===== src/rtl/voda_lane_scheduler.sv =====
// -----------------------------------------------------------------------------
// voda_lane_scheduler
//   Shares one valid/ready event-report channel among N_LANES detector lanes.
//   Each lane's 1-cycle detect pulses are queued in a saturating pending
//   counter. A round-robin arbiter offers one lane at a time on the event bus,
//   and the block keeps a wrapping count of accepted events.
//
//   Optional feature: define VODA_SCHED_TIMESTAMP_EN to add a free-running
//   TS_W timer. The timer value is latched into o_ev_ts when an event is
//   offered. When the macro is undefined, the TS_W parameter, the o_ev_ts port
//   and the timer are all absent.
//
// Ports
//   i_clk         clock, rising edge
//   i_rst_n       asynchronous active-low reset
//   i_lane_det    per-lane detect pulse (one cycle per user)
//   i_lane_en     per-lane enable, masks new detections only
//   i_flush       synchronous clear of pending/overflow state and the FSM
//   o_ev_valid    event offered on the bus
//   i_ev_ready    downstream accepts the offered event
//   o_ev_lane     lane id of the offered event
//   o_total_count accepted events since reset (wraps)
//   o_overflow    sticky per-lane flag: a detection was lost at saturation
//   o_busy        FSM not idle, or any lane has pending events
//   o_ev_ts       timestamp of the offered event (macro builds only)
// -----------------------------------------------------------------------------
module voda_lane_scheduler #(
   parameter int unsigned N_LANES = 4,
   parameter int unsigned PEND_W  = 3,
   parameter int unsigned CNT_W   = 10,
`ifdef VODA_SCHED_TIMESTAMP_EN
   parameter int unsigned TS_W    = 16,
`endif
   localparam int unsigned LW     = $clog2(N_LANES)
) (
   input  logic               i_clk,
   input  logic               i_rst_n,
   input  logic [N_LANES-1:0] i_lane_det,
   input  logic [N_LANES-1:0] i_lane_en,
   input  logic               i_flush,
   output logic               o_ev_valid,
   input  logic               i_ev_ready,
   output logic [LW-1:0]      o_ev_lane,
   output logic [CNT_W-1:0]   o_total_count,
   output logic [N_LANES-1:0] o_overflow,
   output logic               o_busy
`ifdef VODA_SCHED_TIMESTAMP_EN
   ,
   output logic [TS_W-1:0]    o_ev_ts
`endif
);

   typedef enum logic {S_IDLE, S_OFFER} state_t;

   state_t             r_state;
   state_t             w_state_nxt;
   logic               w_load;
   logic               w_accept;
   logic [N_LANES-1:0] w_nz;
   logic [LW-1:0]      w_pick;
   logic               w_found;

   logic [PEND_W-1:0]  r_pend [N_LANES];
   logic [N_LANES-1:0] r_overflow;
   logic [LW-1:0]      r_ev_lane;
   logic [LW-1:0]      r_last_grant;
   logic [CNT_W-1:0]   r_total;

   assign w_accept = (r_state == S_OFFER) & i_ev_ready;

   always_comb begin
      for (int unsigned i = 0; i < N_LANES; i++) begin
         w_nz[i] = (r_pend[i] != '0);
      end
   end

   // Search starts one past the last grant, so the most recently served lane
   // is checked last.
   always_comb begin
      logic [LW-1:0] v_lane;
      w_pick  = '0;
      w_found = 1'b0;
      v_lane  = '0;
      for (int unsigned k = 1; k <= N_LANES; k++) begin
         v_lane = LW'((32'(r_last_grant) + k) % N_LANES);
         if (!w_found && w_nz[v_lane]) begin
            w_pick  = v_lane;
            w_found = 1'b1;
         end
      end
   end

   // FSM state register
   always_ff @(posedge i_clk or negedge i_rst_n) begin
      if (!i_rst_n) r_state <= S_IDLE;
      else          r_state <= w_state_nxt;
   end

   // FSM next state; flush overrides every transition
   always_comb begin
      w_state_nxt = r_state;
      w_load      = 1'b0;
      case (r_state)
         S_IDLE: begin
            if (w_found) begin
               w_state_nxt = S_OFFER;
               w_load      = 1'b1;
            end
         end
         S_OFFER: begin
            if (i_ev_ready) w_state_nxt = S_IDLE;
         end
         default: w_state_nxt = S_IDLE;
      endcase
      if (i_flush) begin
         w_state_nxt = S_IDLE;
         w_load      = 1'b0;
      end
   end

   // Per-lane pending counters. A same-cycle increment and decrement cancel.
   // An increment at saturation is lost and recorded in the overflow flag.
   always_ff @(posedge i_clk or negedge i_rst_n) begin
      if (!i_rst_n) begin
         for (int unsigned i = 0; i < N_LANES; i++) r_pend[i] <= '0;
         r_overflow <= '0;
      end else if (i_flush) begin
         for (int unsigned i = 0; i < N_LANES; i++) r_pend[i] <= '0;
         r_overflow <= '0;
      end else begin
         for (int unsigned i = 0; i < N_LANES; i++) begin
            if ((i_lane_det[i] & i_lane_en[i]) && !(w_accept && r_ev_lane == LW'(i))) begin
               if (r_pend[i] == '1) r_overflow[i] <= 1'b1;
               else                 r_pend[i]     <= r_pend[i] + 1'b1;
            end else if (!(i_lane_det[i] & i_lane_en[i]) && (w_accept && r_ev_lane == LW'(i))) begin
               r_pend[i] <= r_pend[i] - 1'b1;
            end
         end
      end
   end

   // Grant and counters. A handshake in a flush cycle still counts.
   always_ff @(posedge i_clk or negedge i_rst_n) begin
      if (!i_rst_n) begin
         r_ev_lane    <= '0;
         r_last_grant <= LW'(N_LANES - 1);
         r_total      <= '0;
      end else begin
         if (w_load) r_ev_lane <= w_pick;
         if (w_accept) begin
            r_total      <= r_total + 1'b1;
            r_last_grant <= r_ev_lane;
         end
      end
   end

`ifdef VODA_SCHED_TIMESTAMP_EN
   logic [TS_W-1:0] r_timer;
   logic [TS_W-1:0] r_ev_ts;

   always_ff @(posedge i_clk or negedge i_rst_n) begin
      if (!i_rst_n) begin
         r_timer <= '0;
         r_ev_ts <= '0;
      end else begin
         r_timer <= r_timer + 1'b1;
         if (w_load) r_ev_ts <= r_timer;
      end
   end

   assign o_ev_ts = r_ev_ts;
`endif

   assign o_ev_valid    = (r_state == S_OFFER);
   assign o_ev_lane     = r_ev_lane;
   assign o_total_count = r_total;
   assign o_overflow    = r_overflow;
   assign o_busy        = (r_state != S_IDLE) | w_found;

endmodule


===== config.mk =====
export PLATFORM = sky130hd
export DESIGN_NAME = voda_lane_scheduler
export DESIGN_NICKNAME = d
export VERILOG_FILES = /design/src/rtl/voda_lane_scheduler.sv
export SDC_FILE = /design/constraint.sdc
export NUM_CORES = 1
export LEC_CHECK = 0
export ABC_AREA = 1
export CAP_MARGIN = 40
export CORE_AREA = 2 2 66 68
export DETAILED_ROUTE_END_ITERATION = 7
export DIE_AREA = 0 0 68 70
export GPL_TIMING_DRIVEN = 1
export PLACE_DENSITY = 0.74
export RECOVER_POWER = 100
export SYNTH_ARGS = -nofsm -noshare
export SYNTH_HDL_FRONTEND = slang
export SYNTH_SLANG_ARGS = --single-unit
export TNS_END_PERCENT = 5

===== constraint.sdc =====
create_clock -name i_clk -period 2.35 [get_ports i_clk]
set_input_delay 0.705 -clock i_clk [delete_from_list [all_inputs] [get_ports i_clk]]
set_output_delay 0.705 -clock i_clk [all_outputs]
set_load 0.005 [all_outputs]

==> metrics.md <==
| Metric | Value |
|---|---|
| Status | complete, but fails checks |
| Failing checks | setup timing |
| Unrepaired setup endpoints after global routing | yes |
| #FFs+latches synth | 31 |
| Total CTS buffers | 5 |
| Row count | 24 |
| Area of the mapped netlist | 2000 um^2 |
| Setup_tns | -98.4 ps |
| Number of inserted diodes | 0 |
| Met1 Use GR | 0.274 |
| Post-detailed-route count of antenna-violating nets | 0 |
| Fin. max-slew vios | 0 |
| Syn Area/Cell | 8.71 um^2 |
| Reg2reg start | o_ev_valid$_DFF_PN0_ |
| Final Cycle Share | 1.04 |
| Vias per std cell | 5.00 |
| CTS tree | done |
| Clk sinks | 31 |
| Worst R2R Setup Slack | 410 ps |
| First-pass GRT wire length | 7610 um |
| Footprint of the multi-input gates | 1020 um^2 |
| Largest fanout on the critical path | 7 |
| Core outline area | 4140 um^2 |
| Least-Margin Pin Slew | 805 ps |
| Gpl congestion | 0.826 |
| Post-synth top area cell | dfrtp_1 |
| DR vias | 1,745 |
| # DRC | 0 |
| Max VDD drop | 0.669 mV |
| Hold WS | 468 ps |
| CP required | 1640 ps |
| FILL cells | 362 |
| Hold depth | 1 |
| Worst-skew pair later-pin latency | 290 ps |
| GRT busiest layer | met2 |
| Final setup margin | -88.1 ps |
| CTS Buffer Depth | 2 |
| Initial drt markers | 157 |
| Worst Skew | 7.06 ps |
| Netlist cell types | 34 |
| Die area | 4760 um^2 |
| Hold endpoint | o_total_count[9]$_DFFE_PN0P_ |
| Post-layout nets | 313 |
| DR WL/cell | 12.8 um |
| WL final | 4460 um |
| Crit Path Category | register to output port |
| Hold_sp | o_total_count[9]$_DFFE_PN0P_ |
| Reg2reg end | r_pend[2]$_DFFE_PN0P_ |
| CTS Root Buffer Type | clkbuf_8 |
| Cells after Synth | 230 |
| Slew HR | 0.464 |
| Seq. cell area | 778 um^2 |
| Dpl cells | 338 |
| Max-cap check violation count | 0 |
| Vias in the first global route | 1,681 |
| Final setup vio count | 2 |
| Met3 Usage GRT | 0.0435 |
| Total track usage | 0.211 |
| Synth top area share | 0.362 |
| Drt pass-1 iters | 4 |
| Overall power | 0.00296 W |
| Area growth syn-to-layout | 31.4% |
| Worst Hold Class | register to register |
| M2 GR Usage | 0.333 |
| Worst Reg2Reg Path Length in Cells | 10 |
| Gr ovfl total | 0 |
| IO buf count | 29 |
| Die Ht | 70 um |
| Final Hold Viols | 0 |
| Sequential area share after synthesis | 0.389 |
| Synth Warn # | 0 |
| H-tree depth | 2 |
| Top Ports | 30 |
| Cts-stage hold buffer count | 0 |
| Initial Utilization | 0.483 |
| Layout cell share with drive strength beyond 1 | 0.256 |
| Max Freq | 410 MHz |
| Leak Pwr | 1.26 nW |
| Post-layout minimum cycle time | 2440 ps |
| CP arrival | 1730 ps |
| Area contributors post-synth | dfrtp_1 (36%), nand2_1 (8.6%), nand3_1 (5.5%) |
| Startpoint class of the critical path | register |
| Die width | 68 um |
| Setup crit end kind | output port |
| Syn_nets | 247 |
| Pin count of the biggest net entering global routing | 32 |
| Worst-path clk slew | 60 ps |
| PD cells | 1130 nW/um^2 |
| Final Non-Filler Cells | 349 |
| Post-DP HPWL | 3210 um |
| Initial antenna violation count | 0 |
[cell families (layout without fill, tap and decap cells)]
logic type	count (synthesis)	count (layout)	synth area share
AND/OR/NAND/NOR	108	108	0.280
buffers and inverters	40	107	0.0837
flip-flops	31	31	0.389
AO/OA/AOI/OAI	29	29	0.127
XOR/XNOR	17	17	0.0743
adder cells (fa/ha/maj)	5	5	0.0462
[Yosys cell counts]
cell      instances
a21oi_1           5
a31oi_4           3
buf_6             1
clkbuf_1          1
clkinv_4          1
dfrtp_1          29
dfstp_2           2
fa_1              4
ha_1              1
inv_1            29
inv_2             7
inv_6             1
nand2_1          46
nand2_2           8
nand2_4           2
nand3_1          22
nand3_2           3
nand3_4           1
nand3b_4          1
nand4_1           5
nand4_2           1
nor2_1           11
nor2_2            2
nor2_4            1
nor3_1            4
nor3_2            1
o211ai_1          1
o21ai_0           9
o21ai_1           1
o21ai_2           3
o21bai_4          3
o22ai_1           4
xnor2_1           5
xor2_1           12
[power by group]
group / switching (W) / internal (W)
sequential: 0.000167 / 0.000697
clock: 0.000214 / 0.000343
combinational: 0.000843 / 0.000699
[worst max-delay path by stage]
stage,end,cells past startpoint,slack [ps],start
after floorplan,r_pend[2]$_DFFE_PN0P_,10,190,i_ev_ready
after global placement,r_pend[2]$_DFFE_PN0P_,11,-170,i_ev_ready
after detailed placement,r_pend[2]$_DFFE_PN0P_,11,-250,i_ev_ready
after CTS,o_busy,8,-70,r_last_grant[0]$_DFFE_PN1P_
after global routing,o_busy,10,-160,r_last_grant[0]$_DFFE_PN1P_
final,o_busy,10,-90,r_last_grant[0]$_DFFE_PN1P_
[routing by layer]
| metal | wire, um | share of wire | vias to the layer above |
|---|---|---|---|
| li1 | - | - | 874 |
| met4 | 108 | 0.024 | 0 |
| met5 | 0 | 0 | - |
| met1 | 1990 | 0.45 | 830 |
| met2 | 2200 | 0.49 | 32 |
| met3 | 169 | 0.038 | 9 |
[layout make-up]
type / count / share of cell area
Tap cell: 52 / 0.0247
Timing Repair Buffer: 61 / 0.189
Clock buffer: 6 / 0.0314
Multi-Input combinational cell: 159 / 0.387
Clock inverter: 2 / 0.0133
Inverter: 38 / 0.0590
Sequential cell: 31 / 0.296
[state kept, by name, summed over array words and instances, names as in the netlist]
| name | cells |
|---|---|
| o_overflow | 4 |
| r_last_grant | 2 |
| o_ev_valid | 1 |
| r_pend | 12 |
| o_total_count | 10 |
| o_ev_lane | 2 |
[placed cells by master (no fill, tap or decap), types with 4 or more instances in the layout]
cell type,n
a21oi_1,5
buf_4,23
clkbuf_1,7
clkbuf_8,6
clkdlybuf4s50_1,10
dfrtp_1,29
dlygate4sd3_1,18
fa_1,4
inv_1,29
inv_2,6
nand2_1,44
nand2_2,9
nand3_1,16
nand3_2,9
nand4_1,6
nor2_1,9
nor2_2,4
nor3_1,5
o21ai_0,9
o22ai_1,4
xnor2_1,4
xor2_1,12
[per-stage QoR]
step	setup slack, ps	area [um^2]	util
floorplan	195	2000	-
global placement	-172	2560	0.618
detailed placement	-250	2560	0.618
CTS	-71.2	2740	0.660
global route	-158	2630	0.635
finish	-88.1	2630	0.635
[critical path, cell delays in order, from the launching register on]
cell and delay, ps:
dfstp_2 640, inv_4 100, nand2_4 80, nand2_4 60, clkinv_4 60, nand2_2 60, nand2_4 70, nand3_4 80
nor2_4 120, nand2_2 50, buf_2 120
[repair_timing]
action / in CTS / in global routing
pin swaps: 6 / 0
endpoints found under the setup margin: 1 / 3
gates resized for setup: 14 / 4
setup buffers: 3 / 0
Note: power is estimated with default switching activity, not from simulation.
